`src/rtl/instruction_decode.sv`:
```
// MIPS ID stage: register file, beq/j resolution toward fetch, and the ID/EX pipeline register.
// jump/branch and their targets are combinational on IR/PC; ex_* register on posedge (1 cycle).
// Same-cycle writeback forwarding to the read ports when ID_WB_BYPASS_EN is defined.
module instruction_decode (
  input  logic        clk,
  input  logic        rst,
  input  logic [31:0] IR,
  input  logic [31:0] PC,
  input  logic        wb_we,
  input  logic [4:0]  wb_addr,
  input  logic [31:0] wb_data,
  output logic        jump,
  output logic        branch,
  output logic [31:0] jump_addr,
  output logic [31:0] branch_addr,
  output logic [31:0] ex_rs_data,
  output logic [31:0] ex_rt_data,
  output logic [31:0] ex_imm,
  output logic [4:0]  ex_dst,
  output logic [2:0]  ex_alu_op,
  output logic        ex_alu_src,
  output logic        ex_reg_write,
  output logic        ex_mem_read,
  output logic        ex_mem_write,
  output logic        ex_mem_to_reg
);

  localparam logic [5:0] OP_RTYPE = 6'b000000;
  localparam logic [5:0] OP_LW    = 6'b100011;
  localparam logic [5:0] OP_SW    = 6'b101011;
  localparam logic [5:0] OP_BEQ   = 6'b000100;
  localparam logic [5:0] OP_J     = 6'b000010;

  localparam logic [2:0] ALU_ADD = 3'd0;
  localparam logic [2:0] ALU_SUB = 3'd1;
  localparam logic [2:0] ALU_AND = 3'd2;
  localparam logic [2:0] ALU_OR  = 3'd3;
  localparam logic [2:0] ALU_SLT = 3'd4;

  logic [31:0] regs_q [32];

  logic [5:0]  opcode;
  logic [5:0]  funct;
  logic [4:0]  rs_idx, rt_idx, rd_idx;
  logic [31:0] imm_ext;
  logic [31:0] rs_val, rt_val;
  logic        wb_hit;

  logic [4:0]  dst_d;
  logic [2:0]  alu_op_d;
  logic        alu_src_d, reg_write_d, mem_read_d, mem_write_d, mem_to_reg_d;
  logic        is_beq, is_j;

  logic [31:0] rs_data_q, rt_data_q, imm_q;
  logic [4:0]  dst_q;
  logic [2:0]  alu_op_q;
  logic        alu_src_q, reg_write_q, mem_read_q, mem_write_q, mem_to_reg_q;

  assign opcode  = IR[31:26];
  assign funct   = IR[5:0];
  assign rs_idx  = IR[25:21];
  assign rt_idx  = IR[20:16];
  assign rd_idx  = IR[15:11];
  assign imm_ext = {{16{IR[15]}}, IR[15:0]};
  assign wb_hit  = wb_we && (wb_addr != 5'd0);

  // Register file: async clear to program constants, write on posedge; $0 is never written
  always_ff @(posedge clk or posedge rst) begin
    if (rst) begin
      for (int i = 0; i < 32; i++) begin
        regs_q[i] <= 32'd0;
      end
      regs_q[1] <= 32'd1;
      regs_q[2] <= 32'd2;
    end else if (wb_hit) begin
      regs_q[wb_addr] <= wb_data;
    end
  end

  // Read ports, optionally forwarding the writeback landing this cycle
  always_comb begin
    rs_val = (rs_idx == 5'd0) ? 32'd0 : regs_q[rs_idx];
    rt_val = (rt_idx == 5'd0) ? 32'd0 : regs_q[rt_idx];
`ifdef ID_WB_BYPASS_EN
    if (wb_hit && (wb_addr == rs_idx)) rs_val = wb_data;
    if (wb_hit && (wb_addr == rt_idx)) rt_val = wb_data;
`endif
  end

  // Opcode/funct decode into next-state ID/EX control; anything unlisted is a bubble
  always_comb begin
    dst_d        = 5'd0;
    alu_op_d     = ALU_ADD;
    alu_src_d    = 1'b0;
    reg_write_d  = 1'b0;
    mem_read_d   = 1'b0;
    mem_write_d  = 1'b0;
    mem_to_reg_d = 1'b0;
    is_beq       = 1'b0;
    is_j         = 1'b0;
    case (opcode)
      OP_RTYPE: begin
        reg_write_d = 1'b1;
        dst_d       = rd_idx;
        case (funct)
          6'b100000: alu_op_d = ALU_ADD;
          6'b100010: alu_op_d = ALU_SUB;
          6'b100100: alu_op_d = ALU_AND;
          6'b100101: alu_op_d = ALU_OR;
          6'b101010: alu_op_d = ALU_SLT;
          default: begin
            reg_write_d = 1'b0;
            dst_d       = 5'd0;
          end
        endcase
      end
      OP_LW: begin
        alu_src_d    = 1'b1;
        mem_read_d   = 1'b1;
        mem_to_reg_d = 1'b1;
        reg_write_d  = 1'b1;
        dst_d        = rt_idx;
      end
      OP_SW: begin
        alu_src_d   = 1'b1;
        mem_write_d = 1'b1;
      end
      OP_BEQ:  is_beq = 1'b1;
      OP_J:    is_j   = 1'b1;
      default: ;
    endcase
  end

  assign jump        = is_j;
  assign branch      = is_beq && (rs_val == rt_val);
  assign jump_addr   = {PC[31:28], IR[25:0], 2'b00};
  assign branch_addr = PC + {imm_ext[29:0], 2'b00};

  // ID/EX pipeline register, cleared asynchronously and held at zero while rst is high
  always_ff @(posedge clk or posedge rst) begin
    if (rst) begin
      rs_data_q    <= 32'd0;
      rt_data_q    <= 32'd0;
      imm_q        <= 32'd0;
      dst_q        <= 5'd0;
      alu_op_q     <= 3'd0;
      alu_src_q    <= 1'b0;
      reg_write_q  <= 1'b0;
      mem_read_q   <= 1'b0;
      mem_write_q  <= 1'b0;
      mem_to_reg_q <= 1'b0;
    end else begin
      rs_data_q    <= rs_val;
      rt_data_q    <= rt_val;
      imm_q        <= imm_ext;
      dst_q        <= dst_d;
      alu_op_q     <= alu_op_d;
      alu_src_q    <= alu_src_d;
      reg_write_q  <= reg_write_d;
      mem_read_q   <= mem_read_d;
      mem_write_q  <= mem_write_d;
      mem_to_reg_q <= mem_to_reg_d;
    end
  end

  assign ex_rs_data    = rs_data_q;
  assign ex_rt_data    = rt_data_q;
  assign ex_imm        = imm_q;
  assign ex_dst        = dst_q;
  assign ex_alu_op     = alu_op_q;
  assign ex_alu_src    = alu_src_q;
  assign ex_reg_write  = reg_write_q;
  assign ex_mem_read   = mem_read_q;
  assign ex_mem_write  = mem_write_q;
  assign ex_mem_to_reg = mem_to_reg_q;

endmodule

```
`config.mk`:
```
export PLATFORM = sky130hd
export DESIGN_NAME = instruction_decode
export DESIGN_NICKNAME = d
export VERILOG_FILES = /design/src/rtl/instruction_decode.sv
export SDC_FILE = /design/constraint.sdc
export NUM_CORES = 2
export LEC_CHECK = 0
export BUFFER_PORTS_ARGS = -buffer_cell sky130_fd_sc_hd__buf_2
export CAP_MARGIN = 15
export CORE_MARGIN = 5
export CORE_UTILIZATION = 33
export DETAILED_ROUTE_END_ITERATION = 12
export GPL_ROUTABILITY_DRIVEN = 1
export PLACE_DENSITY = 0.61
export SLEW_MARGIN = 20
export SYNTH_ARGS = -nofsm -noshare
export SYNTH_HDL_FRONTEND = slang
export SYNTH_SLANG_ARGS = --single-unit
```
`constraint.sdc`:
```
create_clock -name clk -period 32.8 [get_ports clk]
set_clock_uncertainty 0.2 [all_clocks]
set_input_delay 3.28 -clock clk [delete_from_list [all_inputs] [get_ports clk]]
set_output_delay 3.28 -clock clk [all_outputs]
set_load 0.005 [all_outputs]
```
-- Yosys cells after proc, flatten, opt, wreduce, memory -nomap -nowiden
Cells that the tools add are included.
- register bits after elaboration: 1116
- logic and storage cells: 90
- bitwise logic cells: 3
- reductions and logical operators: 9
- multiplexer cells: 22
- add/sub/neg operators: 1
- $lt $le $gt $ge: 4
- eq/ne operators: 10
- operator list (cell ; number):
    $bwmux W1024 ; 1
    $bmux W32 S5 ; 2
    $mux W32 ; 7
    $demux W32 S5 ; 1
    $eq A6 B6 Y1 const B ; 7
    $add A32 B32 Y32 ; 1
    $eq A32 B32 Y1 ; 1
    $ge A6 B6 Y1 const B ; 3
    $not A5 Y6 ; 3
    $pmux W3 S4 ; 1
    $logic_not A5 Y1 ; 2
    $pmux W5 S2 ; 1
    $eq A6 B2 Y1 const B ; 1
    $eq A6 B3 Y1 const B ; 1
    $logic_not A6 Y1 ; 1
    $lt A6 B1 Y1 const B ; 1
    $mux W1 ; 6
    $mux W5 ; 1
    $reduce_bool A5 Y1 ; 1
    $reduce_or A5 Y1 ; 1
    $logic_and A1 B1 Y1 ; 3
    $mux W3 ; 1
    $pmux W1 S2 ; 1
    $reduce_or A2 Y1 ; 1

-- Longest topological paths before layout
- depth in word-level cells: 7
- gate-level depth with buffers: 13
- depth with buffers taken out: 11

-- Worst setup path before layout
No wires, ideal clock.
- kind: input to output
- from: input IR[0]
- to: output branch_addr[30]
- buffers on the path: 0
- stages on the path: 11
- setup slack: 23.516 ns
- arrival time: 5.804 ns
- cells stage by stage: ha_1 > fa_1 > a211oi_1 > nor2_1 > o41ai_1 > a21oi_1 > o21ai_0 > a31oi_1 > a211o_1 > a21oi_1 > xnor2_1
- cells in the longest elaborated chain, start to end: 1
- RTL lines (element ; RTL line ; text):
    from (decl) ; 7 ; input logic [31:0] IR,
    $add A32 B32 Y32 ; 137 ; assign branch_addr = PC + {imm_ext[29:0], 2'b00};
    to (decl) ; 15 ; output logic [31:0] branch_addr,
No other way between the ends.

-- Worst setup path after layout
- from: input IR[22]
- to: output branch
- cells in the longest elaborated chain, start to end: 7
- elaborated cells on any way between the ends: 8
- RTL lines (element ; RTL line ; text):
    $not A5 Y6 (implied by the code) ; 82 ; rs_val = (rs_idx == 5'd0) ? 32'd0 : regs_q[rs_idx];
    $bmux W32 S5 ; 82 ;
    $mux W32 (implied by the code) (2 in series) ; 82 ;
    $mux W32 * ; 82 ;
    via rs_val[9] ; 46 ; logic [31:0] rs_val, rt_val;
    $eq A32 B32 Y1 * ; 135 ; assign branch = is_beq && (rs_val == rt_val);
    $logic_and A1 B1 Y1 * ; 135 ;
    to (decl) ; 13 ; output logic branch,
Mark *: on every way through the listed nets, which the timed path passes. The rest lies on a longest branch. The select of a mux whose other input is x is not followed.

==> flow_summary_export.csv <==
group,metric,value,unit
outcome,outcome,"complete, no violations",
setup_path,crit_top_cell,"buf_4",
clock_tree,clk_pin_slew_worst_paths,0.06,ns
routing,drt_wl_total,189.7,mm
clock_tree,cts-htree-levels,3,
routing,firstDrtPassIters,7,
finish,drive_above_1_share,0.5331,
placement,placement.io_buffers,272,
floorplan,start_util,0.3323,
synthesis,muxShareOfSynthArea,0.4142,
clock_tree,numCtsBuffers,119,
placement,gp_congestion,0.7713,
routing,vias,36730,
clock_tree,post_cts_buffers,0,
setup_path,cpPeakStageDelay,0.84,ns
synthesis,yosysWarnings,0,
sta,setup_viol,0,
global_route,grt_pass1_vias,38370,
synthesis,yosys.area.top_type,"dfrtp_1",
clock_tree,cts.sinks,1116,
synthesis,synthSimpleGateAreaFrac,0.01542,
synthesis,synth_cell_types,59,
clock_tree,clock_latency,0.77,ns
sta,tns,0,ns
global_route,grt_usage,0.2008,
routing,wl_per_cell,29.93,um
setup_path,arrival,8.94,ns
floorplan,num_rows,154,
floorplan,die_h,431.3,um
synthesis,syn-cell-area,0.05858,sq mm
clock_tree,post_cts_resized,0,
global_route,antenna_found_initial,21,
setup_path,r2r-start,"regs_q[532]",
finish,fill_cells,16540,
floorplan,fp.dieW,431.3,um
power_and_ir_drop,leakage,28.49,nW
setup_path,start_kind,"input port",
sta,fin_crit,12.42,ns
routing,routed_via_density,5.796,
synthesis,synth_edf_count,0,
synthesis,synthFlopType,"dfrtp_1",
synthesis,syn_avg_cell_area,15.13,sq um
synthesis,async_reset_ff_frac,1.000,
sta,tightest_slew,1.167,ns
setup_path,startpoint,"IR[22]",
finish,nNetsFinal,4027,
synthesis,synthTopCellsByCount,"dfrtp_1, mux2_2, mux4_2",
clock_tree,cts_hold_buf,0,
global_route,grt_pass1_wl,276.6,mm
sta,slew_headroom,0.2222,
setup_path,path_cells,"buf_8 -> buf_4 -> buf_4 -> buf_4 -> mux4_2 -> a22oi_1 -> a21o_1 -> a21oi_1 -> xor2_1 -> nor4_1 -> nand3_1 -> nor3_2 -> buf_2",
clock_tree,cts-root-buf,"clkbuf_16",
floorplan,fp.coreArea,0.1763,sq mm
clock_tree,cts_buffer_depth,3,
synthesis,ys_seq_area_frac,0.4767,
synthesis,synth_adder_area_share,0.006535,
worst_hold_path,hold_class,"register to register",
sta,setup_ws,20.38,ns
placement,place_ws,20.35,ns
setup_path,crit_path_top_delay_cell,"nor4_1",
synthesis,syn_inst,3873,
synthesis,yosys_register_bits,1116,
global_route,overflow,0,
synthesis,synth-xor-area-share,0.008372,
sta,rsz0062_at_grt,"no",
routing,first_iter_violations,3283,
setup_path,crit_fanout,49,
synthesis,synth_compound_area_frac,0.04037,
worst_hold_path,worstHoldStart,"regs_q[1016]",
finish,largest_reg_flops,1024,
synthesis,synth_top_family_by_area,"multiplexers",
routing,ant_nets,0,
placement,dp_hpwl,103.9,mm
setup_path,path_class,"input port to output pin",
clock_tree,tritoncts,"yes",
synthesis,netlist.area_leader.share,0.4758,
floorplan,die-area,0.1861,sq mm
sta,hold_violations,0,
sta,fmax,80.53,MHz
setup_path,cp.required,29.32,ns
flow_run,maxCapViolCount,0,
floorplan,ioPinCount,279,
power_and_ir_drop,cellPowerDensity,61.14,mW/mm^2
finish,largest_register,"regs_q",
sta,min_period_over_period,0.3786,
setup_path,endpoint_kind,"output pin",
finish,area_growth,12.07,%
global_route,grt_max_degree,152,
sta,final-max-slew-violation-count,0,
synthesis,synthTopCellsByArea,"dfrtp_1, mux2_2, mux4_2",
power_and_ir_drop,ir_worst_vdd,0.04657,mV
routing,route.detailed.drc,0,
synthesis,synth_most_common_cell,"dfrtp_1",
## routing by layer
layer,wire length [um],GRT usage,vias to the layer above
li1,-,-,14930
met1,77770,0.2636,20100
met2,93580,0.3394,1363
met3,12180,0.03578,334
met4,6121,0.06346,4
met5,21,0,-
## worst max-delay path, delay by kind of cell
family / cells / cell delay (ns)
compound gates: 3 / 0.54
buf+inv: 5 / 2.74
simple gates: 3 / 1.52
xor+xnor: 1 / 0.31
mux: 1 / 0.36
## path summary, 6_finish.rpt
check | to | slack, ns | depth (start not counted)
max | branch | 20.38 | 13
min | regs_q[1016] | 0.20 | 0
max reg2reg | ex_rs_data[20] | 30.42 | 4
min reg2reg | regs_q[1016] | 0.20 | 0
max in group asynchronous | regs_q[653] | 25.57 | 8
min in group asynchronous | regs_q[230] | 2.51 | 2
## cell usage in the layout, fill, tap and decap left out, types with 20 or more instances in the layout
cell,instances
dfrtp_1,1114
mux2_2,1050
mux4_2,484
buf_2,266
mux2i_1,154
clkbuf_16,121
buf_4,82
o22ai_1,54
a21oi_1,52
a211oi_1,42
nor2_1,34
a22oi_1,34
clkbuf_1,34
nand2_1,32
xor2_1,32
ha_1,29
clkbuf_8,28
o221ai_1,24
xnor2_1,24
a221o_1,24
a22o_1,23
o21ai_0,20
## stage by stage
step / power (mW) / instance area, sq um / hold slack (ns) / util / std cells
after global routing: 4.188 / 65650 / 0.2094 / 0.3724 / 6335
after CTS: 4.041 / 65610 / 0.1978 / 0.3722 / 6331
after detailed placement: 2.662 / 61640 / 0.1845 / 0.3496 / 6111
final: 4.014 / 65650 / 0.2002 / 0.3724 / 6337
after floorplan: 2.418 / 58590 / 0.2413 / - / 3874
after global placement: 2.633 / 61640 / 0.1772 / 0.3496 / 6111
## power by group
part           leakage (nW)  switching [mW]  internal, mW
combinational          12.3           0.338         0.483
sequential             14.3           0.186          1.63
clock                  1.93           0.590         0.782
## logic make-up after synthesis
| logic type | after synthesis |
|---|---|
| fa+ha+maj | 30 |
| buf+inv | 473 |
| simple gates | 181 |
| other cells | 1 |
| compound gates | 328 |
| mux | 1688 |
| flops | 1116 |
| xor+xnor | 56 |
## layout make-up
| class | instances | area, sq um | area share |
|---|---|---|---|
| Multi-Input combinational cell | 2285 | 28650 | 0.4364 |
| Sequential cell | 1116 | 27930 | 0.4254 |
| Clock buffer | 183 | 3541 | 0.05393 |
| Tap cell | 2340 | 2928 | 0.04460 |
| Timing Repair Buffer | 357 | 2106 | 0.03207 |
| Clock inverter | 37 | 427.9 | 0.006518 |
| Inverter | 14 | 56.30 | 0.0008576 |
| Antenna cell | 5 | 12.51 | 0.0001906 |
Power figures use the tool's default switching activity.
